`src/rtl/tata_drain_pkg.sv`:
```
// Shared types and constants for the systolic-column drain collector.
// Holds the capture modes, FSM states, FIFO entry layout and the int32 saturation helper.
package tata_drain_pkg;

    localparam int TATA_NUM_ROWS = 8;
    localparam int TATA_DATA_W   = 48;
    localparam int ENTRY_ROW_W   = $clog2(TATA_NUM_ROWS);

    typedef enum logic [1:0] {
        MODE_MM    = 2'b00,
        MODE_FPMUL = 2'b10,
        MODE_FPADD = 2'b11
    } mode_t;

    typedef enum logic [1:0] {
        ST_IDLE      = 2'd0,
        ST_MM_DRAIN  = 2'd1,
        ST_FP_STREAM = 2'd2
    } drain_state_t;

    typedef struct packed {
        mode_t                   mode;
        logic [ENTRY_ROW_W-1:0]  row;
        logic                    last;
        logic [TATA_DATA_W-1:0]  data;
    } drain_entry_t;

    localparam logic [TATA_DATA_W-1:0] SAT_POS = 48'h0000_7FFF_FFFF;
    localparam logic [TATA_DATA_W-1:0] SAT_NEG = 48'hFFFF_8000_0000;

    // In range when every bit above bit 31 repeats the int32 sign bit.
    function automatic logic [TATA_DATA_W-1:0] sat_s32(input logic [TATA_DATA_W-1:0] v);
        if (v[TATA_DATA_W-1:31] == {(TATA_DATA_W-31){v[31]}}) return v;
        return v[TATA_DATA_W-1] ? SAT_NEG : SAT_POS;
    endfunction

endpackage

```
`src/rtl/drain_fifo.sv`:
```
// Synchronous first-word-visible FIFO with occupancy count and drop flag.
// A push into a full FIFO is accepted only when a pop frees the slot in the same cycle.
module drain_fifo #(
    parameter type T     = logic,
    parameter int  DEPTH = 16,
    parameter int  AW    = $clog2(DEPTH)
) (
    input  logic        clk,
    input  logic        rst,
    input  logic        push,
    input  T            push_data,
    input  logic        pop,
    output T            head,
    output logic [AW:0] count,
    output logic        dropped
);

    localparam logic [AW:0] FULL = (AW+1)'(DEPTH);

    T              mem [DEPTH];
    logic [AW-1:0] wr_ptr;
    logic [AW-1:0] rd_ptr;
    logic          push_ok;

    assign push_ok = push && ((count != FULL) || pop);
    assign dropped = push && !push_ok;
    assign head    = mem[rd_ptr];

    always_ff @(posedge clk) begin
        if (push_ok) mem[wr_ptr] <= push_data;
    end

    // Pointers wrap naturally because DEPTH is a power of two.
    always_ff @(posedge clk or posedge rst) begin
        if (rst) begin
            wr_ptr <= '0;
            rd_ptr <= '0;
            count  <= '0;
        end else begin
            if (push_ok) wr_ptr <= wr_ptr + AW'(1);
            if (pop)     rd_ptr <= rd_ptr + AW'(1);
            case ({push_ok, pop})
                2'b10:   count <= count + (AW+1)'(1);
                2'b01:   count <= count - (AW+1)'(1);
                default: count <= count;
            endcase
        end
    end

endmodule

```
`src/rtl/pe_col_drain.sv`:
```
// Bottom-edge collector for one systolic column: tags drained words, buffers them, hands them off.
// Define TATA_DRAIN_SAT_EN to saturate matmul words to int32 (sign-extended) at FIFO read.
module pe_col_drain
    import tata_drain_pkg::*;
#(
    parameter int NUM_ROWS   = TATA_NUM_ROWS,
    parameter int DATA_WIDTH = TATA_DATA_W,
    parameter int FIFO_DEPTH = 16,
    parameter int AFULL_LVL  = 8,
    parameter int ROW_W      = $clog2(NUM_ROWS)
) (
    input  logic                  clk,
    input  logic                  rst,
    input  logic [1:0]            mode_sel_in,
    input  logic                  drain_start,
    input  logic                  fp_start,
    input  logic                  fp_stop,
    input  logic                  col_valid_in,
    input  logic [DATA_WIDTH-1:0] col_in,
    input  logic                  err_clr,
    output logic                  out_valid,
    input  logic                  out_ready,
    output logic [DATA_WIDTH-1:0] out_data,
    output logic [ROW_W-1:0]      out_row,
    output logic                  out_last,
    output logic [1:0]            out_mode,
    output logic                  fifo_afull,
    output logic                  busy,
    output logic                  ovf_err
);

    localparam int CNT_W = $clog2(FIFO_DEPTH) + 1;

    drain_state_t          state, state_nxt;
    mode_t                 mode_q, mode_nxt;
    logic [ROW_W-1:0]      row_cnt, row_nxt;
    logic                  cap, cap_last, idle_drop;
    drain_entry_t          cap_entry, st_entry, head;
    logic                  st_valid;
    logic [CNT_W-1:0]      count;
    logic                  pop, fifo_drop;
    logic [DATA_WIDTH-1:0] data_sel;

    always_ff @(posedge clk or posedge rst) begin
        if (rst) begin
            state   <= ST_IDLE;
            mode_q  <= MODE_MM;
            row_cnt <= '0;
        end else begin
            state   <= state_nxt;
            mode_q  <= mode_nxt;
            row_cnt <= row_nxt;
        end
    end

    // Rows leave bottom-first, so the counter runs NUM_ROWS-1 down to 0.
    always_comb begin
        state_nxt = state;
        mode_nxt  = mode_q;
        row_nxt   = row_cnt;
        cap       = 1'b0;
        cap_last  = 1'b0;
        idle_drop = 1'b0;
        unique case (state)
            ST_IDLE: begin
                idle_drop = col_valid_in;
                if (drain_start && (mode_sel_in == 2'b00)) begin
                    state_nxt = ST_MM_DRAIN;
                    mode_nxt  = MODE_MM;
                    row_nxt   = ROW_W'(NUM_ROWS - 1);
                end else if (fp_start && mode_sel_in[1]) begin
                    state_nxt = ST_FP_STREAM;
                    mode_nxt  = mode_sel_in[0] ? MODE_FPADD : MODE_FPMUL;
                end
            end
            ST_MM_DRAIN: begin
                if (col_valid_in) begin
                    cap = 1'b1;
                    if (row_cnt == '0) begin
                        cap_last  = 1'b1;
                        state_nxt = ST_IDLE;
                    end else begin
                        row_nxt = row_cnt - ROW_W'(1);
                    end
                end
            end
            ST_FP_STREAM: begin
                cap = col_valid_in;
                if (fp_stop) state_nxt = ST_IDLE;
            end
            default: state_nxt = ST_IDLE;
        endcase
    end

    always_comb begin
        cap_entry      = '0;
        cap_entry.mode = mode_q;
        cap_entry.row  = (state == ST_MM_DRAIN) ? ENTRY_ROW_W'(row_cnt) : '0;
        cap_entry.last = cap_last;
        cap_entry.data = TATA_DATA_W'(col_in);
    end

    always_ff @(posedge clk or posedge rst) begin
        if (rst) begin
            st_valid <= 1'b0;
            st_entry <= '0;
        end else begin
            st_valid <= cap;
            st_entry <= cap_entry;
        end
    end

    drain_fifo #(
        .T     (drain_entry_t),
        .DEPTH (FIFO_DEPTH)
    ) u_fifo (
        .clk       (clk),
        .rst       (rst),
        .push      (st_valid),
        .push_data (st_entry),
        .pop       (pop),
        .head      (head),
        .count     (count),
        .dropped   (fifo_drop)
    );

    assign out_valid  = (count != '0);
    assign pop        = out_valid && out_ready;
    assign fifo_afull = (count >= CNT_W'(AFULL_LVL));
    assign busy       = (state != ST_IDLE);

    always_comb begin
        data_sel = head.data[DATA_WIDTH-1:0];
`ifdef TATA_DRAIN_SAT_EN
        if (head.mode == MODE_MM) data_sel = DATA_WIDTH'(sat_s32(head.data));
`endif
    end

    // Gate with out_valid so stale memory never shows on the port.
    assign out_data = out_valid ? data_sel : '0;
    assign out_row  = out_valid ? head.row[ROW_W-1:0] : '0;
    assign out_last = out_valid && head.last;
    assign out_mode = out_valid ? head.mode : 2'b00;

    always_ff @(posedge clk or posedge rst) begin
        if (rst)                         ovf_err <= 1'b0;
        else if (idle_drop || fifo_drop) ovf_err <= 1'b1;
        else if (err_clr)                ovf_err <= 1'b0;
    end

endmodule

```
`config.mk`:
```
export PLATFORM = sky130hd
export DESIGN_NAME = pe_col_drain
export DESIGN_NICKNAME = d
export VERILOG_FILES = /design/src/rtl/tata_drain_pkg.sv /design/src/rtl/drain_fifo.sv /design/src/rtl/pe_col_drain.sv
export SDC_FILE = /design/constraint.sdc
export NUM_CORES = 1
export LEC_CHECK = 0
export CAP_MARGIN = 20
export CORE_MARGIN = 3
export CORE_UTILIZATION = 55
export DETAILED_ROUTE_END_ITERATION = 12
export GPL_TIMING_DRIVEN = 0
export PLACE_DENSITY = 0.83
export SLEW_MARGIN = 20
export SYNTH_ARGS = -nofsm -noshare
export SYNTH_HDL_FRONTEND = slang
export SYNTH_SLANG_ARGS = --single-unit
```
`constraint.sdc`:
```
create_clock -name clk -period 6.7 [get_ports clk]
set_input_delay 1.34 -clock clk [delete_from_list [all_inputs] [get_ports clk]]
set_output_delay 1.34 -clock clk [all_outputs]
set_load 0.02 [all_outputs]
```
==> qor.yml, run 1 <==
netlist.area_leader.share: 0.727
path_class: "reg2out"
min_delay_path_depth: 0
layout.filler_cells: 3648
drt-total-wl_um: 92200
fin_crit_sh: 0.853
die-width_um: 261
netlist_top_cells_area: "edfxtp_1 73%, mux4_2 14%, dfrtp_1 5.3%"
holdBufCountCts: 0
post-route-min-period_ns: 5.72
final-max-slew-violation-count: 0
fin_skew_ns: 0.0216
fmaxAchievable_ghz: 0.175
floorplan.io_pins: 116
timing.critical_path.slowest_stage_cell: "buf_1"
cap_violations: 0
crit_path_start_kind: "register"
flow.area_growth_from_synthesis_pct: 17.7
clk_root_buffer_cell: "clkbuf_16"
synth_cell_types: 49
finalSetupViolations: 0
postLayoutCellArea_mm2: 0.0420
wl_met1_um: 30700
core_footprint_mm2: 0.0637
clockBufferDepth: 3
vdd_ir_drop_max_mv: 0.265
synthFlopType: "edfxtp_1"
worst_setup_path_startpoint: "u_fifo.rd_ptr[2]$_DFFE_PP0N_"
clock_power_share: 0.273
wl_met2_um: 47500
slew_headroom: 0.220
hold_path.startpoint: "mode_q[0]$_DFFE_PP0P_"
pre_cts_ws_ns: 1.81
groute.usage.overall: 0.280
sequentialPowerShare: 0.391
post_synthesis_sequential_area_ratio: 0.780
grt-ovfl-total: 0
synth_warn: 0
fin_tns_setup_ns: 0
worst_setup_path_end_kind: "primary output"
detail-route-antenna-nets: 0
detailedRoute.firstPassIterationCount: 5
rr_startpoint: "u_fifo.count[4]$_DFFE_PP0P_"
grt_first_pass_wirelength_um: 135000
fin_nets: 1934
grt_start_max_net_pins: 56
cts.sink_count: 940
number_of_enable_type_register_cells_in_the_synthesized_netlist: 864
cp_arrival_ns: 4.38
series_of_cell_instances_along_the_critical_path: "buf_2 -> buf_1 -> clkbuf_1 -> a211oi_1 -> a211oi_1 -> clkdlybuf4s50_1"
r2r_setup_slack_ns: 3.12
cts_buffer_count: 88
clk_pin_slew_ns: 0.06
total_switching_power_uw: 5820
cts.repair_timing.setup_buffer_count: 0
rows: 92
remaining_drc_errors: 0
worst_pin_slew_ns: 1.17
critPathMaxFanout: 10
io_buffer_count: 115
final_critical_path_setup_slack_ns: 0.984
clk_latency_worst_skew_pair_ns: 0.64
power_density_mw_per_mm2: 430
post_dp_hpwl_um: 53200
place_area_mm2: 0.0392
synth-seq-cells: 940
vias: 18700
postSynthAreaPerCell_um2: 22.4
gp_congestion: 0.780
worstPathRequired_ns: 5.36
route.met3.wl_um: 9760
critPathTopFamily: "buffers and inverters"
top_layer_used: "met5"
post_drt_via_cell_ratio: 6.71
initial_utilization: 0.561
worst_hold_slack_ns: 0.378
die_area_mm2: 0.0680
number_of_antenna_violations_at_the_first_check_in_global_routing: 2
routed_wire_length_per_instance_um: 33.2
die-height_um: 261
rr_endpoint: "u_fifo.mem[0][30]$_DFFE_PP_"
synthesis.nets: 1663
rsz0062_at_grt: "no"
count_of_cells_along_the_worst_register_to_register_path: 9
cpPeakStageDelay_ns: 0.81
final-hold-violation-count: 0
run_status: "completed"
synth_async_sr_flop_share: 0.0809
post_synth_inst_count: 1591
post_route_cells_drive_above_1_share: 0.248
cellLeakagePower_uw: 0.0138
synthesized_area_mm2: 0.0357
tritoncts: "yes"
post-route-util: 0.660
switching_share: 0.322
cts_htree_levels: 3
path_buf_inv: 4
hold_path_class: "reg2reg"
crit_path_frequent_cell: "a211oi_1"
intPower_uw: 12300
drtIter0Drc: 2511
post-synth-top-area-cell: "edfxtp_1"
hold_path_end: "st_entry[52]$_DFF_PP0_"
share_comb_of_total_power: 0.336
vias_in_the_first_global_route: 19800
post_cts_resized: 0
==> cells in the mapped netlist, types with 5 or more instances <==
cell type,count
a211o_1,13
buf_1,6
mux4_2,216
inv_1,14
and3_1,14
nand2b_1,6
buf_4,13
mux2i_1,57
a31oi_1,6
clkbuf_1,35
a21oi_1,7
nor2b_1,43
edfxtp_1,864
ha_1,13
nand2_1,10
dfrtp_1,76
a211oi_1,82
buf_2,30
xnor2_1,8
nor3_1,5
nor2_1,31
==> routing by layer <==
layer / vias up / GRT usage
met5: - / 0
met4: 2 / 0.134
met3: 297 / 0.0677
met2: 1545 / 0.466
met1: 9623 / 0.348
li1: 7196 / -
==> cells by family (layout without fill, tap and decap cells) <==
| family | after synthesis | in the layout | share of synthesized area |
|---|---|---|---|
| and+or+nand+nor | 128 | 128 | 0.0197 |
| other | 0 | 1 | 0 |
| muxes | 276 | 276 | 0.153 |
| buffers and inverters | 102 | 444 | 0.0138 |
| adders and majority gates | 14 | 14 | 0.00512 |
| xor gates and xnor gates | 9 | 9 | 0.00221 |
| AOI/OAI and AO/OA | 122 | 122 | 0.0257 |
| DFF | 940 | 940 | 0.780 |
==> stage by stage <==
step | cells | total power [µW]
after detailed placement | 2618 | 13100
after floorplan | 1591 | 10800
after CTS | 2779 | 18100
final | 2780 | 18100
after global placement | 2552 | 12700
after global routing | 2780 | 18600
==> worst max path at each step <==
| stage | end | slack, ns | cells after the start |
|---|---|---|---|
| 2_1_floorplan | u_fifo.mem[0][0]$_DFFE_PP_ | 0.76 | 4 |
| 3_3_place_gp | u_fifo.mem[0][12]$_DFFE_PP_ | -3.71 | 5 |
| 3_5_place_dp | out_data[44] | 1.81 | 6 |
| 4_1_cts | out_data[44] | 1.08 | 6 |
| 5_1_grt | out_data[44] | 0.98 | 6 |
| 6_report | out_data[44] | 0.98 | 6 |
==> power groups by stage <==
stage	clock [µW]	sequential, µW	combinational, µW
after floorplan	0	7100	3680
after global placement	0	7170	5550
after detailed placement	0	7160	5890
after CTS	4960	7060	6070
after global routing	5170	7100	6350
final	4940	7070	6070
==> state kept, by name, indices dropped and copies added, names as in the netlist <==
register / count
state: 2
u_fifo.rd_ptr: 4
row_cnt: 3
u_fifo.count: 5
u_fifo.mem: 864
st_entry: 54
ovf_err: 1
mode_q: 2
st_valid: 1
u_fifo.wr_ptr: 4
==> layout make-up <==
type | instances | area, µm² | area share
buffer | 87 | 435 | 0.0104
clock buffer | 121 | 2430 | 0.0579
timing repair buffer | 181 | 2320 | 0.0552
sequential | 940 | 27800 | 0.663
clock inverter | 40 | 382 | 0.00909
tap | 846 | 1060 | 0.0252
inverter | 15 | 61.3 | 0.00146
multi-input combinational | 549 | 7460 | 0.178
antenna | 1 | 2.50 | 0.0000596
==> placed cells by master (no fill, tap or decap), types with 14 or more instances in the layout <==
cell type	instances
buf_2	30
nor2_1	19
dfrtp_1	76
clkbuf_1	61
a211oi_1	82
clkdlybuf4s50_1	115
mux2i_1	57
buf_6	19
nor2b_1	43
buf_4	28
edfxtp_1	864
and3_1	14
mux4_2	216
buf_16	23
clkbuf_16	91
==> worst register-to-register path, stage by stage, from the launching register on <==
cell      delay, ns
dfrtp_1        0.36
clkbuf_1       0.29
inv_1          0.20
o31a_1         0.29
buf_2          0.27
nand2_1        0.25
nor3_2         0.83
buf_4          0.35
buf_6          0.19
buf_4          0.23
Note: power is estimated with default switching activity, not from simulation.
==> run 2, diff against run 1 <==
--- a/config.mk
+++ b/config.mk
@@ -5,7 +5,6 @@
 export SDC_FILE = /design/constraint.sdc
 export NUM_CORES = 1
 export LEC_CHECK = 0
-export CAP_MARGIN = 20
 export CORE_MARGIN = 3
 export CORE_UTILIZATION = 55
 export DETAILED_ROUTE_END_ITERATION = 12
==> run 2 against run 1 <==
Against the previous run: sequential power about the same; sequential share of layout area decreased by 0.20 points; die area stayed put; critical path depth is the same; hold slack worse by 0.0049 ns; first-iteration DRC count rose by 7.4%; fmax shrank 1.1%; highest routed layer unchanged; utilization rose by 0.20 points; clock skew rose by 0.0039 ns; global-route usage fell by 0.14 points; count of clock-buffer cells in the layout rose by 3.
==> qor.yml, run 2 (synthesis gave the netlist of run 1 again) <==
run_status: "completed"  # unchanged
die_area_mm2: 0.0680  # unchanged
pre_cts_ws_ns: 1.81  # about the same
clk_latency_worst_skew_pair_ns: 0.65  # was 0.64 ns
post_cts_resized: 0  # unchanged
reg.largest.list: "u_fifo.mem (864), st_entry (54), u_fifo.count (5)"  # unchanged
vias_in_the_first_global_route: 19800  # about the same
final-hold-violation-count: 0  # unchanged
detailedRoute.firstPassIterationCount: 5  # unchanged
crit_path_frequent_cell: "a211oi_1"  # unchanged
multi_input_area_mm2: 0.00746  # unchanged
largest_register_ff_count: 864  # unchanged
cellLeakagePower_uw: 0.0138  # about the same
clk_root_buffer_cell: "clkbuf_16"  # unchanged
grt_first_pass_wirelength_um: 135000  # about the same
cts_buffer_count: 89  # was 88
core_footprint_mm2: 0.0637  # unchanged
fmaxAchievable_ghz: 0.173  # was 0.175 GHz
path_buf_inv: 4  # unchanged
fin_crit_sh: 0.862  # was 0.853
cap_violations: 0  # unchanged
rr_endpoint: "u_fifo.mem[0][18]$_DFFE_PP_"  # was u_fifo.mem[0][30]$_DFFE_PP_
postLayoutCellArea_mm2: 0.0421  # was 0.0420 mm²
grt-ovfl-total: 0  # unchanged
final-max-slew-violation-count: 0  # unchanged
final_critical_path_setup_slack_ns: 0.922  # was 0.984 ns
power_density_mw_per_mm2: 432  # was 430 mW/mm²
tritoncts: "yes"  # unchanged
critPathTopFamily: "buffers and inverters"  # unchanged
remaining_drc_errors: 0  # unchanged
drt-total-wl_um: 92300  # was 92200 µm
grt_start_max_net_pins: 56  # unchanged
path_class: "reg2out"  # unchanged
cts.sink_count: 940  # unchanged
top_register: "u_fifo.mem"  # unchanged
hold_path_class: "reg2reg"  # unchanged
initial_utilization: 0.561  # unchanged
post_dp_hpwl_um: 53200  # about the same
detail-route-antenna-nets: 0  # unchanged
drtIter0Drc: 2696  # was 2511
place_area_mm2: 0.0392  # unchanged
rr_startpoint: "u_fifo.count[4]$_DFFE_PP0P_"  # unchanged
critPathMaxFanout: 10  # unchanged
crit_path_start_kind: "register"  # unchanged
hold_path.startpoint: "mode_q[0]$_DFFE_PP0P_"  # unchanged
finalSetupViolations: 0  # unchanged
count_of_cells_along_the_worst_register_to_register_path: 9  # unchanged
groute.usage.overall: 0.278  # was 0.280
final_common_cell: "edfxtp_1"  # unchanged
worst_hold_slack_ns: 0.374  # was 0.378 ns
layout_common_cells: "864 x edfxtp_1, 216 x mux4_2, 115 x clkdlybuf4s50_1"  # unchanged
die-height_um: 261  # unchanged
post_route_cells_drive_above_1_share: 0.254  # was 0.248
fin_tns_setup_ns: 0  # unchanged
placed_cells_incl_taps: 2618  # unchanged
die-width_um: 261  # unchanged
clockBufferDepth: 3  # unchanged
vias: 18800  # was 18700
layout.filler_cells: 3622  # was 3648
floorplan.io_pins: 116  # unchanged
io_buffer_count: 115  # unchanged
rows: 92  # unchanged
series_of_cell_instances_along_the_critical_path: "buf_2 -> buf_1 -> clkbuf_1 -> a211oi_1 -> a211oi_1 -> clkdlybuf4s50_1"  # unchanged
register_area_mm2: 0.0278  # unchanged
r2r_setup_slack_ns: 3.16  # was 3.12 ns
flow.area_growth_from_synthesis_pct: 18.0  # was 17.7%
cp_arrival_ns: 4.44  # was 4.38 ns
cpPeakStageDelay_ns: 0.84  # was 0.81 ns
fin_skew_ns: 0.0255  # was 0.0216 ns
cts.repair_timing.setup_buffer_count: 0  # unchanged
worst_setup_path_end_kind: "primary output"  # unchanged
worstPathRequired_ns: 5.36  # about the same
post-route-min-period_ns: 5.78  # was 5.72 ns
gp_congestion: 0.780  # unchanged
clk_pin_slew_ns: 0.06  # about the same
antennaDiodeCount: 0  # was 1
worst_pin_slew_ns: 1.06  # was 1.17 ns
routed_wire_length_per_instance_um: 33.1  # was 33.2 µm
vdd_ir_drop_max_mv: 0.269  # was 0.265 mV
hold_path_end: "st_entry[52]$_DFF_PP0_"  # unchanged
min_delay_path_depth: 0  # unchanged
holdBufCountCts: 0  # unchanged
fin_nets: 1935  # was 1934
number_of_antenna_violations_at_the_first_check_in_global_routing: 1  # was 2
slew_headroom: 0.290  # was 0.220
rsz0062_at_grt: "no"  # unchanged
post_drt_via_cell_ratio: 6.74  # was 6.71
non_filler_cells_in_the_finished_layout: 2786  # was 2780
timing.critical_path.slowest_stage_cell: "buf_1"  # unchanged
cts_htree_levels: 3  # unchanged
[run 2: cell count changes in the layout (fill, tap and decap cells not counted), sizes merged]
cell	before	now
diode	1	0
clkinv	26	28
clkbuf	156	159
inv	19	21
[run 2: final cells by class]
cell class | instances | area share
timing repair buffer | 181 | 0.0550
buffer | 87 | 0.0103
clock buffer | 124 | 0.0596
sequential | 940 | 0.661
tap | 846 | 0.0251
multi-input combinational | 549 | 0.177
clock inverter | 44 | 0.0103
inverter | 15 | 0.00146
[run 2: power by group]
group	internal [µW]	leakage [µW]	switching, µW
logic	2630	0.00371	3430
registers	6820	0.00869	248
clock network	2900	0.00144	2190
[run 2: routing by layer]
metal | GRT usage | up-vias | part of all wire | wire [µm]
met3 | 0.0557 | 348 | 0.096 | 8860
li1 | - | 7214 | - | -
met5 | 0 | - | 0.00012 | 11
met1 | 0.354 | 9690 | 0.34 | 31600
met4 | 0.146 | 2 | 0.054 | 5000
met2 | 0.459 | 1531 | 0.51 | 46900
[run 2: worst max path at each step]
stage | start | end | slack [ns] | cells past startpoint
2_1_floorplan | out_ready | u_fifo.mem[0][0]$_DFFE_PP_ | 0.76 | 4
3_3_place_gp | out_ready | u_fifo.mem[0][12]$_DFFE_PP_ | -3.71 | 5
3_5_place_dp | u_fifo.rd_ptr[2]$_DFFE_PP0N_ | out_data[44] | 1.81 | 6
4_1_cts | u_fifo.rd_ptr[2]$_DFFE_PP0N_ | out_row[1] | 1.06 | 6
5_1_grt | u_fifo.rd_ptr[2]$_DFFE_PP0N_ | out_data[44] | 0.96 | 6
6_report | u_fifo.rd_ptr[2]$_DFFE_PP0N_ | out_row[1] | 0.92 | 6
[run 2: per-stage QoR]
step | utilization | power, µW
after global placement | 0.595 | 12700
after global routing | 0.662 | 18700
after CTS | 0.662 | 18300
after floorplan | - | 10800
final | 0.662 | 18200
after detailed placement | 0.616 | 13100
